<file path="config.mk">
export PLATFORM = sky130hd
export DESIGN_NAME = lc3_fetch_prefetch
export DESIGN_NICKNAME = d
export VERILOG_FILES = /design/src/rtl/lc3_fetch_prefetch.sv
export SDC_FILE = /design/constraint.sdc
export NUM_CORES = 1
export LEC_CHECK = 0
export CAP_MARGIN = 0
export CORE_MARGIN = 3
export CORE_UTILIZATION = 50
export CTS_BUF_LIST = sky130_fd_sc_hd__clkbuf_16
export CTS_CLUSTER_DIAMETER = 200
export DETAILED_ROUTE_END_ITERATION = 8
export MAX_ROUTING_LAYER = met4
export PLACE_DENSITY = 0.77
export SETUP_SLACK_MARGIN = 0.15
export SLEW_MARGIN = 40
export SYNTH_ARGS = -nofsm -noshare
export SYNTH_HDL_FRONTEND = slang
export SYNTH_SLANG_ARGS = --single-unit
</file>
<file path="constraint.sdc">
create_clock -name clock -period 3.7 [get_ports clock]
set_input_delay 0.74 -clock clock [delete_from_list [all_inputs] [get_ports clock]]
set_output_delay 0.74 -clock clock [all_outputs]
set_load 0.1 [all_outputs]
</file>
<file path="src/rtl/lc3_fetch_prefetch.sv">
// LC3 fetch stage: owns the PC, issues imem reads and buffers {instr, npc} in a
// DEPTH-entry circular prefetch queue. LC3_FETCH_PERF_CNT_EN adds fetch/flush counters.

module lc3_fetch_prefetch_entry (
  input  logic        clock,
  input  logic        reset,
  input  logic        we,
  input  logic [15:0] wr_instr,
  input  logic [15:0] wr_npc,
  output logic [15:0] instr,
  output logic [15:0] npc
);
  logic [15:0] instr_d, instr_q;
  logic [15:0] npc_d, npc_q;

  always_comb begin
    instr_d = instr_q;
    npc_d   = npc_q;
    if (we) begin
      instr_d = wr_instr;
      npc_d   = wr_npc;
    end
  end

  always_ff @(posedge clock) begin
    if (reset) begin
      instr_q <= '0;
      npc_q   <= '0;
    end else begin
      instr_q <= instr_d;
      npc_q   <= npc_d;
    end
  end

  assign instr = instr_q;
  assign npc   = npc_q;
endmodule

module lc3_fetch_prefetch #(
  parameter int          DEPTH    = 2,
  parameter logic [15:0] RESET_PC = 16'h3000
) (
  input  logic        clock,
  input  logic        reset,
  input  logic        enable_updatePC,
  input  logic        br_taken,
  input  logic [15:0] taddr,
  output logic [15:0] imem_addr,
  output logic        imem_rd,
  input  logic [15:0] imem_dout,
  output logic        dec_valid,
  output logic [15:0] dec_instr,
  output logic [15:0] dec_npc,
  input  logic        dec_ready
`ifdef LC3_FETCH_PERF_CNT_EN
  ,
  output logic [15:0] fetch_count,
  output logic [15:0] flush_count
`endif
);
  localparam int PW = (DEPTH > 1) ? $clog2(DEPTH) : 1;
  localparam int OW = PW + 1;
  localparam int CW = OW + 1;

  logic [15:0]   pc_d, pc_q;
  logic [PW-1:0] head_d, head_q, tail_d, tail_q;
  logic [OW-1:0] occ_d, occ_q;
  logic          inflight_d, inflight_q;
  logic [15:0]   inflight_addr_d, inflight_addr_q;

  logic          push, pop, issue;
  logic [CW-1:0] used, limit;

  logic [DEPTH-1:0]       ent_we;
  logic [DEPTH-1:0][15:0] ent_instr;
  logic [DEPTH-1:0][15:0] ent_npc;

  assign dec_valid = (occ_q != '0);
  assign dec_instr = ent_instr[head_q];
  assign dec_npc   = ent_npc[head_q];
  assign imem_addr = pc_q;
  assign imem_rd   = issue;

  always_comb begin
    pop   = dec_valid & dec_ready;
    // Credit: queued + in-flight entries, less this cycle's pop, must leave room.
    used  = CW'(occ_q) + CW'(inflight_q);
    limit = CW'(DEPTH) + CW'(pop);
    issue = ~reset & enable_updatePC & ~br_taken & (used < limit);
    // A response arriving during a redirect belongs to the old stream.
    push  = ~reset & inflight_q & ~br_taken;

    pc_d            = pc_q;
    inflight_d      = issue;
    inflight_addr_d = inflight_addr_q;
    head_d          = head_q;
    tail_d          = tail_q;
    occ_d           = occ_q;

    if (br_taken) pc_d = taddr;
    else if (issue) pc_d = pc_q + 16'd1;

    if (issue) inflight_addr_d = pc_q;

    if (br_taken) begin
      head_d = '0;
      tail_d = '0;
      occ_d  = '0;
    end else begin
      if (push) tail_d = tail_q + PW'(1);
      if (pop)  head_d = head_q + PW'(1);
      occ_d = occ_q + OW'(push) - OW'(pop);
    end
  end

  always_ff @(posedge clock) begin
    if (reset) begin
      pc_q            <= RESET_PC;
      head_q          <= '0;
      tail_q          <= '0;
      occ_q           <= '0;
      inflight_q      <= 1'b0;
      inflight_addr_q <= '0;
    end else begin
      pc_q            <= pc_d;
      head_q          <= head_d;
      tail_q          <= tail_d;
      occ_q           <= occ_d;
      inflight_q      <= inflight_d;
      inflight_addr_q <= inflight_addr_d;
    end
  end

  for (genvar g = 0; g < DEPTH; g++) begin : g_ent
    assign ent_we[g] = push & (tail_q == PW'(g));
    lc3_fetch_prefetch_entry u_ent (
      .clock    (clock),
      .reset    (reset),
      .we       (ent_we[g]),
      .wr_instr (imem_dout),
      .wr_npc   (inflight_addr_q + 16'd1),
      .instr    (ent_instr[g]),
      .npc      (ent_npc[g])
    );
  end

`ifdef LC3_FETCH_PERF_CNT_EN
  logic [15:0] fetch_cnt_d, fetch_cnt_q;
  logic [15:0] flush_cnt_d, flush_cnt_q;

  always_comb begin
    fetch_cnt_d = fetch_cnt_q + {15'd0, pop};
    flush_cnt_d = flush_cnt_q + {15'd0, br_taken};
  end

  always_ff @(posedge clock) begin
    if (reset) begin
      fetch_cnt_q <= '0;
      flush_cnt_q <= '0;
    end else begin
      fetch_cnt_q <= fetch_cnt_d;
      flush_cnt_q <= flush_cnt_d;
    end
  end

  assign fetch_count = fetch_cnt_q;
  assign flush_count = flush_cnt_q;
`endif
endmodule

</file>
Word-level counts from Yosys, hierarchy flattened --
Cells that the tools add are included.
Storage, ports and cells: flip-flop bits (word level) 101, output and inout port bits 50
Cells by class: add/subtract/negate cells 8, $lt $le $gt $ge 2, muxes and demuxes 6, bitwise operators 11, reduce and logical (&&, ||, !) cells 3
Operators by type and width (number):
- two-way mux 16 bit | 6
- adder 16 x 1 -> 16 bit, second input constant | 2
- AND 1 bit | 8
- nonzero test 2 bit | 2
- adder 2 x 1 -> 3 bit | 1
- adder 2 x 1 -> 3 bit, first input constant | 1
- < comparator 3 bit | 1
- inverter 1 bit | 3
- adder 1 bit, second input constant | 2
- adder 2 x 1 -> 2 bit | 1
- < comparator 1 x 2 -> 1 bit, second input constant | 1
- OR reduction 2 bit | 1
- subtractor 2 x 1 -> 2 bit | 1

Logic depth before layout (Yosys ltp) --
Gate-level depths: netlist of the first run.
word-level depth 7, mapped depth 9, depth with buffers taken out 8

Modules after synthesis --
From an unflattened synthesis of the first run, not the netlist that was laid out.
Unflattened totals: cell total of the unflattened synthesis 491, area total of the unflattened synthesis 4718.3 um2
By module, submodules not included:
- lc3_fetch_prefetch | instances 1, cells an instance 285, area each 2391.0 um2, sequential area each 740.7 um2
- lc3_fetch_prefetch_entry | instances 2, cells an instance 103, area each 1163.6 um2, sequential area each 640.6 um2

Worst setup path after synthesis of the first run --
No wires, ideal clock.
path kind input to output, from input reset, to output imem_rd, arrival time 1777 ps, slack 1183 ps, stages 5, path buffers 2, cells stage by stage clkbuf_1 > nor2_2 > nand3_2 > inv_1 > buf_2
On the way: cells in the longest elaborated chain, start to end 4
Ends and longest elaborated chain:
- start: declaration | RTL line 44 | input logic reset,
- inverter 1 bit | RTL line 89 | issue = ~reset & enable_updatePC & ~br_taken & (used < limit);
- AND 1 bit (3 in series) | RTL line 89
- end: declaration | RTL line 49 | output logic imem_rd,
No other way between the ends.

Final worst setup path of the first run --
from input dec_ready, to output imem_rd
On the way: cells in the longest elaborated chain, start to end 4
Ends and longest elaborated chain:
- start: declaration | RTL line 54 | input logic dec_ready
- AND 1 bit | RTL line 85 | pop = dec_valid & dec_ready;
- adder 2 x 1 -> 3 bit | RTL line 88 | limit = CW'(DEPTH) + CW'(pop);
- < comparator 3 bit | RTL line 89
- AND 1 bit | RTL line 89
No other way between the ends.

==> impl_metrics.env, run 1 <==
export IMPL_status="completed"
export IMPL_cp_slowest_cell="clkdlybuf4s50_1"
export IMPL_clk_pin_slew_worst_paths_ns=0.07
export IMPL_grt_overflow=0
export IMPL_grt_pass1_wl_mm=17.7
export IMPL_worstSetupPathType="in2out"
export IMPL_p_int_uw=1710
export IMPL_initial_core_util=0.531
export IMPL_synthesis_nets=582
export IMPL_cts_tree="yes"
export IMPL_num_antenna_cells=0
export IMPL_cts_buffers=9
export IMPL_fin_area_um2=5550
export IMPL_synthDominantCellAreaShare=0.450
export IMPL_slew_viol_final=0
export IMPL_max_freq_mhz=360
export IMPL_post_drt_wl_per_cell_um=15.1
export IMPL_die_w_um=101
export IMPL_start_kind="input pin"
export IMPL_min_period_ns=2.78
export IMPL_cts_root_buf="clkbuf_16"
export IMPL_portBuffers=86
export IMPL_clock_sinks=101
export IMPL_synth_cell_type_count=40
export IMPL_synth_seq_area_share=0.450
export IMPL_antenna_found_initial=0
export IMPL_drive_above_1_share=0.187
export IMPL_syn_avg_cell_area_um2=8.34
export IMPL_hp_class="reg2reg"
export IMPL_synthTopCellsByArea="dfxtp_1, nand2_1, mux2_2"
export IMPL_grt_pass1_vias=3760
export IMPL_rrSetupSlack_ns=1.55
export IMPL_min_delay_start="g_ent[1].u_ent.instr[7]"
export IMPL_finalHoldViolCount=0
export IMPL_min_to="g_ent[1].u_ent.instr[7]"
export IMPL_rows=33
export IMPL_grt_total_usage=0.220
export IMPL_finalCritPeriodShare=0.752
export IMPL_critical_path_buf_inv_count=3
export IMPL_die_area_um2=10200
export IMPL_finalClockSkew_ns=0.00667
export IMPL_grt_max_degree=88
export IMPL_worst_pin_slew_ns=0.638
export IMPL_post_drt_via_cell_ratio=5.56
export IMPL_fillCellCount=691
export IMPL_r2r_start="inflight_q"
export IMPL_p_seq_frac=0.486
export IMPL_finalWirelength_mm=10.9
export IMPL_drtAntennaViolNets=0
export IMPL_clk_path_buf_depth=2
export IMPL_switching_power_uw=628
export IMPL_seq_area_um2=2020
export IMPL_final_setup_tns_ns=0
export IMPL_place_area_um2=5260
export IMPL_slew_headroom=0.574
export IMPL_cp_required_ns=2.96
export IMPL_r2r_end="imem_addr[10]"
export IMPL_powerDensity_nw_per_um2=422
export IMPL_htreeDepth=3
export IMPL_p_leak_uw=0.00213
export IMPL_dieHeight_um=101
export IMPL_dr_pass1_iters=5
export IMPL_clk_latency_ns=0.33
export IMPL_final_nets=653
export IMPL_critPathArrivalTime_ns=2.04
export IMPL_max_vdd_ir_drop_mv=0.209
export IMPL_drtIter0Drc=230
export IMPL_hold_path_depth=2
export IMPL_setup_viol=0
export IMPL_multi_input_area_um2=2290
export IMPL_area_growth_pct=23.4
export IMPL_worst_r2r_cell_count=6
export IMPL_synthesis_area_um2=4500
export IMPL_core_area_um2=8460
export IMPL_synth_area_leader_cell="dfxtp_1"
export IMPL_drc=0
export IMPL_drv_cap=0
export IMPL_hold_buffers=0
export IMPL_cts_resized=0
export IMPL_p_comb_frac=0.123
export IMPL_path_cells="clkdlybuf4s50_1 -> o21ai_2 -> o21ai_4 -> nand3_2 -> inv_1 -> buf_12"
export IMPL_yosys_register_bits=101
export IMPL_hpwlAfterDp_mm=7.25
export IMPL_switching_share=0.268
export IMPL_routabilityCongestion=0.860
export IMPL_p_clk_frac=0.391
export IMPL_io_pins=87
export IMPL_cp_top_family="buffers and inverters"
export IMPL_cts_setup_buffers=0
export IMPL_cp_max_fo=10
export IMPL_syn_inst=539
export IMPL_end_kind="output port"
export IMPL_rsz0062_at_grt="false"
export IMPL_vias=3999
export IMPL_max_stage_delay_ns=0.48
export IMPL_yosysWarnings=0
-- final cells by class --
cell class,count,share of cell area
Tap cell,105,0.0237
Clock buffer,9,0.0406
Timing Repair Buffer,96,0.140
Clock inverter,6,0.0119
Inverter,10,0.00676
Multi-Input combinational cell,392,0.412
Sequential cell,101,0.364
-- sequential cells by signal, summed over array words and instances, names as in the netlist --
register	cells
g_ent.u_ent.instr	32
g_ent.u_ent.npc	32
imem_addr	16
inflight_addr_q	16
occ_q	2
head_q	1
inflight_q	1
tail_q	1
-- synth_stat cells (all sizes together) --
library cell / number
a211oi: 21
a311oi: 1
nor2: 44
a22oi: 2
o21a: 1
nor4b: 2
nand3b: 1
nand4b: 1
and4: 2
xnor2: 8
or4: 1
a21oi: 63
and2: 3
nand3: 17
clkbuf: 25
nor3: 7
ha: 6
or2: 2
nor2b: 1
o31a: 2
a31oi: 3
a311o: 1
o21ai: 15
mux2: 32
o311ai: 3
xor2: 18
nand4: 9
and3: 6
buf: 11
inv: 10
or3: 2
nand2: 114
nor4: 3
o211ai: 1
dfxtp: 101
-- worst max-delay path by stage --
| stage | from | endpoint | cells after the start |
|---|---|---|---|
| floorplan | reset | imem_rd | 5 |
| global placement | dec_ready | imem_rd | 6 |
| detailed placement | dec_ready | imem_rd | 6 |
| CTS | dec_ready | imem_rd | 6 |
| global route | dec_ready | imem_rd | 6 |
| finish | dec_ready | imem_rd | 6 |
-- layer usage --
layer	wire, um	track usage
met5	0	-
met4	150	0.0642
met3	614	0.0381
met2	5280	0.354
met1	4850	0.285
-- through the flow --
stage | setup slack [ns] | hold WS, ns | utilization | cells | total power (uW)
2_1_floorplan | 1.18 | 0.433 | - | 539 | 1360
3_3_place_gp | 0.963 | 0.438 | 0.631 | 704 | 1460
3_5_place_dp | 0.912 | 0.446 | 0.621 | 704 | 1450
4_1_cts | 0.913 | 0.456 | 0.655 | 719 | 2350
5_1_grt | 0.833 | 0.472 | 0.656 | 719 | 2410
6_report | 0.919 | 0.453 | 0.656 | 719 | 2340
-- worst reg2reg max path: stages (launching register included) --
cell	delay (ns)
dfxtp_1	0.45
ha_1	0.31
o21ai_4	0.30
nand3_2	0.13
buf_4	0.23
or4_1	0.51
a31oi_1	0.17
-- kinds of logic after synthesis --
| logic type | synth area share |
|---|---|
| buf+inv | 0.0415 |
| fa+ha+maj | 0.0167 |
| compound gates | 0.150 |
| simple gates | 0.211 |
| xor+xnor | 0.0506 |
| mux | 0.0801 |
| flops | 0.450 |
-- power by group through the flow --
stage | Sequential [uW] | Combinational (uW) | Clock, uW
finish | 1140 | 288 | 916
global route | 1140 | 304 | 967
CTS | 1140 | 288 | 921
detailed placement | 1160 | 287 | 0
global placement | 1160 | 295 | 0
floorplan | 1240 | 122 | 0
-- placed cells by master, fill, tap and decap left out, drive strengths merged, types with 7 or more instances in the layout --
cell type,n
o21ai,15
dfxtp,101
mux2,32
clkbuf,9
inv,11
clkdlybuf4s50,35
nand4,9
xnor2,8
nand2,114
nor2,44
nand3,17
xor2,18
buf,61
a21oi,63
nor3,7
a211oi,21
No activity file was read; power rests on OpenSTA's default activity.
==> run 2: changes to the inputs <==
- clock period: 3.7 -> 2.8 ns (I/O delays scaled with it)
==> impl_metrics.env, run 2 (synthesized netlist as in run 1, its figures left out) <==
export IMPL_setup_viol=0
export IMPL_place_ws_ns=0.390
export IMPL_hpwlAfterDp_mm=7.72
export IMPL_grt_pass1_vias=3943
export IMPL_die_area_um2=10200
export IMPL_max_freq_mhz=440
export IMPL_hold_slack_ns=0.457
export IMPL_cp_startpoint="dec_ready"
export IMPL_finalHoldViolCount=0
export IMPL_cp_slowest_cell="clkdlybuf4s50_1"
export IMPL_hold_buffers=0
export IMPL_num_antenna_cells=0
export IMPL_status="completed"
export IMPL_most_common_layout_cells="nand2_1, dfxtp_1, a21oi_1"
export IMPL_clk_path_buf_depth=2
export IMPL_rsz0062_at_grt="false"
export IMPL_core_area_um2=8460
export IMPL_portBuffers=86
export IMPL_p_leak_uw=0.00223
export IMPL_cts_root_buf="clkbuf_16"
export IMPL_hp_class="reg2reg"
export IMPL_post_drt_via_cell_ratio=5.65
export IMPL_finalCritPeriodShare=0.813
export IMPL_final_setup_tns_ns=0
export IMPL_path_cells="clkdlybuf4s50_1 -> o21ai_2 -> o21ai_4 -> nand3_2 -> inv_1 -> buf_12"
export IMPL_final_nets=655
export IMPL_fin_area_um2=6030
export IMPL_grt_total_usage=0.231
export IMPL_cp_depth=6
export IMPL_powerDensity_nw_per_um2=524
export IMPL_grt_pass1_wl_mm=18.5
export IMPL_slew_viol_final=0
export IMPL_drtAntennaViolNets=0
export IMPL_io_pins=87
export IMPL_r2r_end="imem_addr[10]"
export IMPL_die_w_um=101
export IMPL_grt_max_degree=88
export IMPL_fin_util=0.712
export IMPL_start_kind="input pin"
export IMPL_worst_r2r_cell_count=7
export IMPL_vias=4080
export IMPL_place_area_um2=5730
export IMPL_drive_above_1_share=0.191
export IMPL_htreeDepth=3
export IMPL_clk_latency_ns=0.34
export IMPL_min_period_ns=2.28
export IMPL_antenna_found_initial=0
export IMPL_fin_ws_ns=0.525
export IMPL_cts_resized=0
export IMPL_drc=0
export IMPL_dieHeight_um=101
export IMPL_dr_pass1_iters=5
export IMPL_rows=33
export IMPL_initial_core_util=0.531
export IMPL_cts_buffers=9
export IMPL_cp_endpoint="imem_rd"
export IMPL_routabilityCongestion=0.856
export IMPL_clk_pin_slew_worst_paths_ns=0.07
export IMPL_area_growth_pct=34.1
export IMPL_final_common_cell="nand2_1"
export IMPL_post_drt_wl_per_cell_um=15.6
export IMPL_cp_top_family="buffers and inverters"
export IMPL_critical_path_buf_inv_count=3
export IMPL_end_kind="output port"
export IMPL_worst_pin_slew_ns=0.635
export IMPL_cts_setup_buffers=0
export IMPL_clock_sinks=101
export IMPL_grt_overflow=0
export IMPL_cp_max_fo=3
export IMPL_max_vdd_ir_drop_mv=0.428
export IMPL_slew_headroom=0.576
export IMPL_rrSetupSlack_ns=0.78
export IMPL_cts_tree="yes"
export IMPL_critPathArrivalTime_ns=1.72
export IMPL_drtIter0Drc=194
export IMPL_r2r_start="inflight_q"
export IMPL_cp_required_ns=2.24
export IMPL_finalWirelength_mm=11.2
export IMPL_max_stage_delay_ns=0.49
export IMPL_finalClockSkew_ns=0.00735
export IMPL_worstSetupPathType="in2out"
export IMPL_drv_cap=0
-- run 2: cell count changes in the layout (fill, tap and decap cells not counted) --
cell,delta
inv_6,+1
clkinv_1,+1
clkinv_2,+1
clkinv_4,-2
inv_1,-1
buf_12,+33
buf_4,-14
buf_2,-17
inv_8,+1
-- run 2: metal layers --
| layer | vias to the layer above | share of wire | track usage | routed length, um |
|---|---|---|---|---|
| li1 | 2001 | - | - | - |
| met1 | 1935 | 0.43 | 0.289 | 4800 |
| met2 | 126 | 0.51 | 0.380 | 5740 |
| met3 | 18 | 0.047 | 0.0464 | 527 |
| met4 | 0 | 0.015 | 0.0642 | 172 |
| met5 | - | 0 | - | 0 |
-- run 2: power breakdown --
part           total, uW  leakage [uW]  switching [uW]  internal (uW)
clock network       1240      0.000141             546            698
logic                413       0.00127             275            138
registers           1500      0.000819            38.5           1470
-- run 2: metrics by stage --
stage,power (uW),std cells
after floorplan,1800,539
after global placement,1940,706
after detailed placement,1950,706
after CTS,3180,722
after global routing,3260,722
final,3160,722
-- run 2: worst min path at each step --
stage | startpoint | to | slack (ns) | cells after the start
after global routing | g_ent[1].u_ent.npc[1] | g_ent[1].u_ent.npc[1] | 0.47 | 2
after detailed placement | g_ent[0].u_ent.instr[2] | g_ent[0].u_ent.instr[2] | 0.45 | 2
after floorplan | g_ent[1].u_ent.instr[0] | g_ent[1].u_ent.instr[0] | 0.43 | 2
after CTS | g_ent[0].u_ent.instr[2] | g_ent[0].u_ent.instr[2] | 0.46 | 2
final | g_ent[0].u_ent.instr[14] | g_ent[0].u_ent.instr[14] | 0.46 | 2
after global placement | g_ent[1].u_ent.instr[12] | g_ent[1].u_ent.instr[12] | 0.44 | 2
-- run 2: area by class of cell --
class	count	area (um^2)
clock buffers	9	225
clock inverters	7	73.8
fillers	627	2440
inverters	10	37.5
multi-input cells	392	2290
flip-flops and latches	101	2020
well taps	105	131
repair buffers	98	1250
-- run 2: tightest hold or removal path, stage by stage (launching register included) --
cell and delay (ns):
dfxtp_1 0.31, nand2_1 0.05, a21oi_1 0.05
==> run 3: changes to the inputs <==
- clock period: 2.8 -> 2.21 ns (I/O delays scaled with it)
==> impl_metrics.env, run 3 (synthesized netlist as in run 1, its figures left out) <==
export IMPL_status="completed"
export IMPL_final_common_cell="nand2_1"
export IMPL_hold_slack_ns=0.457
export IMPL_cts_root_buf="clkbuf_16"
export IMPL_hpwlAfterDp_mm=7.97
export IMPL_end_kind="output port"
export IMPL_min_period_ns=1.99
export IMPL_powerDensity_nw_per_um2=638
export IMPL_max_freq_mhz=503
export IMPL_core_area_um2=8460
export IMPL_area_growth_pct=36.1
export IMPL_dr_pass1_iters=4
export IMPL_rsz0062_at_grt="false"
export IMPL_grt_pass1_wl_mm=19.2
export IMPL_die_w_um=101
export IMPL_final_setup_tns_ns=0
export IMPL_worst_r2r_cell_count=8
export IMPL_slew_headroom=0.576
export IMPL_max_stage_delay_ns=0.35
export IMPL_most_common_layout_cells="nand2_1, dfxtp_1, a21oi_1"
export IMPL_p_leak_uw=0.00226
export IMPL_cp_slowest_cell="dfxtp_2"
export IMPL_path_cells="ha_2 -> ha_4 -> nor2b_2 -> nand3_2 -> inv_2 -> buf_12"
export IMPL_worstSetupPathType="reg2out"
export IMPL_drv_cap=0
export IMPL_cp_required_ns=1.77
export IMPL_clk_pin_slew_worst_paths_ns=0.07
export IMPL_worst_pin_slew_ns=0.636
export IMPL_portBuffers=86
export IMPL_hp_class="reg2reg"
export IMPL_start_kind="flip-flop"
export IMPL_setup_viol=0
export IMPL_post_drt_wl_per_cell_um=15.9
export IMPL_routabilityCongestion=0.912
export IMPL_max_vdd_ir_drop_mv=0.470
export IMPL_clk_latency_ns=0.34
export IMPL_hold_path_depth=2
export IMPL_initial_core_util=0.531
export IMPL_slew_viol_final=0
export IMPL_final_nets=662
export IMPL_grt_overflow=0
export IMPL_drtAntennaViolNets=0
export IMPL_vias=4123
export IMPL_clk_path_buf_depth=2
export IMPL_finalClockSkew_ns=0.00883
export IMPL_drive_above_1_share=0.229
export IMPL_htreeDepth=3
export IMPL_finalCritPeriodShare=0.900
export IMPL_num_antenna_cells=0
export IMPL_post_drt_via_cell_ratio=5.66
export IMPL_io_pins=87
export IMPL_cp_max_fo=4
export IMPL_cts_buffers=9
export IMPL_grt_total_usage=0.240
export IMPL_dieHeight_um=101
export IMPL_drc=0
export IMPL_drtIter0Drc=181
export IMPL_finalWirelength_mm=11.6
export IMPL_die_area_um2=10200
export IMPL_antenna_found_initial=0
export IMPL_grt_pass1_vias=4004
export IMPL_critPathArrivalTime_ns=1.55
export IMPL_cts_tree="yes"
export IMPL_rows=33
export IMPL_finalHoldViolCount=0
export IMPL_clock_sinks=101
export IMPL_grt_max_degree=88
==> run 3: changes by cell type in the layout (fill, tap and decap cells not counted), moves of 2 or more <==
cell / before / now
dfxtp_1: 101 / 89
buf_12: 34 / 36
dfxtp_2: 0 / 12
ha_1: 6 / 4
clkinv_2: 1 / 3
buf_4: 27 / 32
==> run 3: final timing paths <==
kind / from / to / slack (ns)
worst max-delay path: occ_q[0] / imem_rd / 0.22
worst min-delay path: g_ent[0].u_ent.instr[14] / g_ent[0].u_ent.instr[14] / 0.46
worst max register to register: occ_q[0] / imem_addr[14] / 0.34
worst min register to register: g_ent[0].u_ent.instr[14] / g_ent[0].u_ent.instr[14] / 0.46
==> run 3: worst max-delay path, delay by kind of cell, from the launching register on <==
kind	cells	cell delay [ns]
fa+ha+maj	2	0.36
flops	1	0.35
buf+inv	2	0.26
simple gates	2	0.25
==> run 3: area by class of cell <==
cell class              instances  area, um^2
repair buffers                105        1330
clock inverters                 7        50.0
multi-input cells             392        2310
inverters                      10        37.5
well taps                     105         131
clock buffers                   9         225
fillers                       629        2340
flip-flops and latches        101        2040
==> run 3: timing repair <==
| action | CTS | global route |
|---|---|---|
| endpoints found under the setup margin | 1 | 3 |
| pin swaps | 1 | 0 |
| hold buffers | 0 | 0 |
| gates cloned | 0 | 0 |
| gates resized for setup | 4 | 2 |
| buffers inserted | 1 | 0 |
==> run 3: where the power goes <==
part / total [uW] / internal (uW) / switching [uW]
logic: 533 / 181 / 352
clock network: 1460 / 769 / 693
registers: 1910 / 1860 / 50.8
total: 3910 / 2810 / 1100
==> run 3: per-layer routing <==
metal | share of wire | global-route usage | vias up | wire length, um
met2 | 0.49 | 0.372 | 133 | 5650
li1 | - | - | 2014 | -
met4 | 0.018 | 0.0902 | 0 | 209
met3 | 0.052 | 0.0270 | 19 | 602
met5 | 0 | - | - | 0
met1 | 0.44 | 0.324 | 1957 | 5120
==> run 3: stage by stage <==
step | util | instances | total power, uW | worst slack (ns) | area (um^2)
finish | 0.723 | 729 | 3910 | 0.222 | 6120
global route | 0.723 | 729 | 4030 | 0.178 | 6120
CTS | 0.722 | 729 | 3930 | 0.182 | 6110
detailed placement | 0.686 | 712 | 2480 | 0.0809 | 5810
global placement | 0.686 | 712 | 2470 | 0.136 | 5810
floorplan | - | 539 | 2280 | 0.249 | 4510
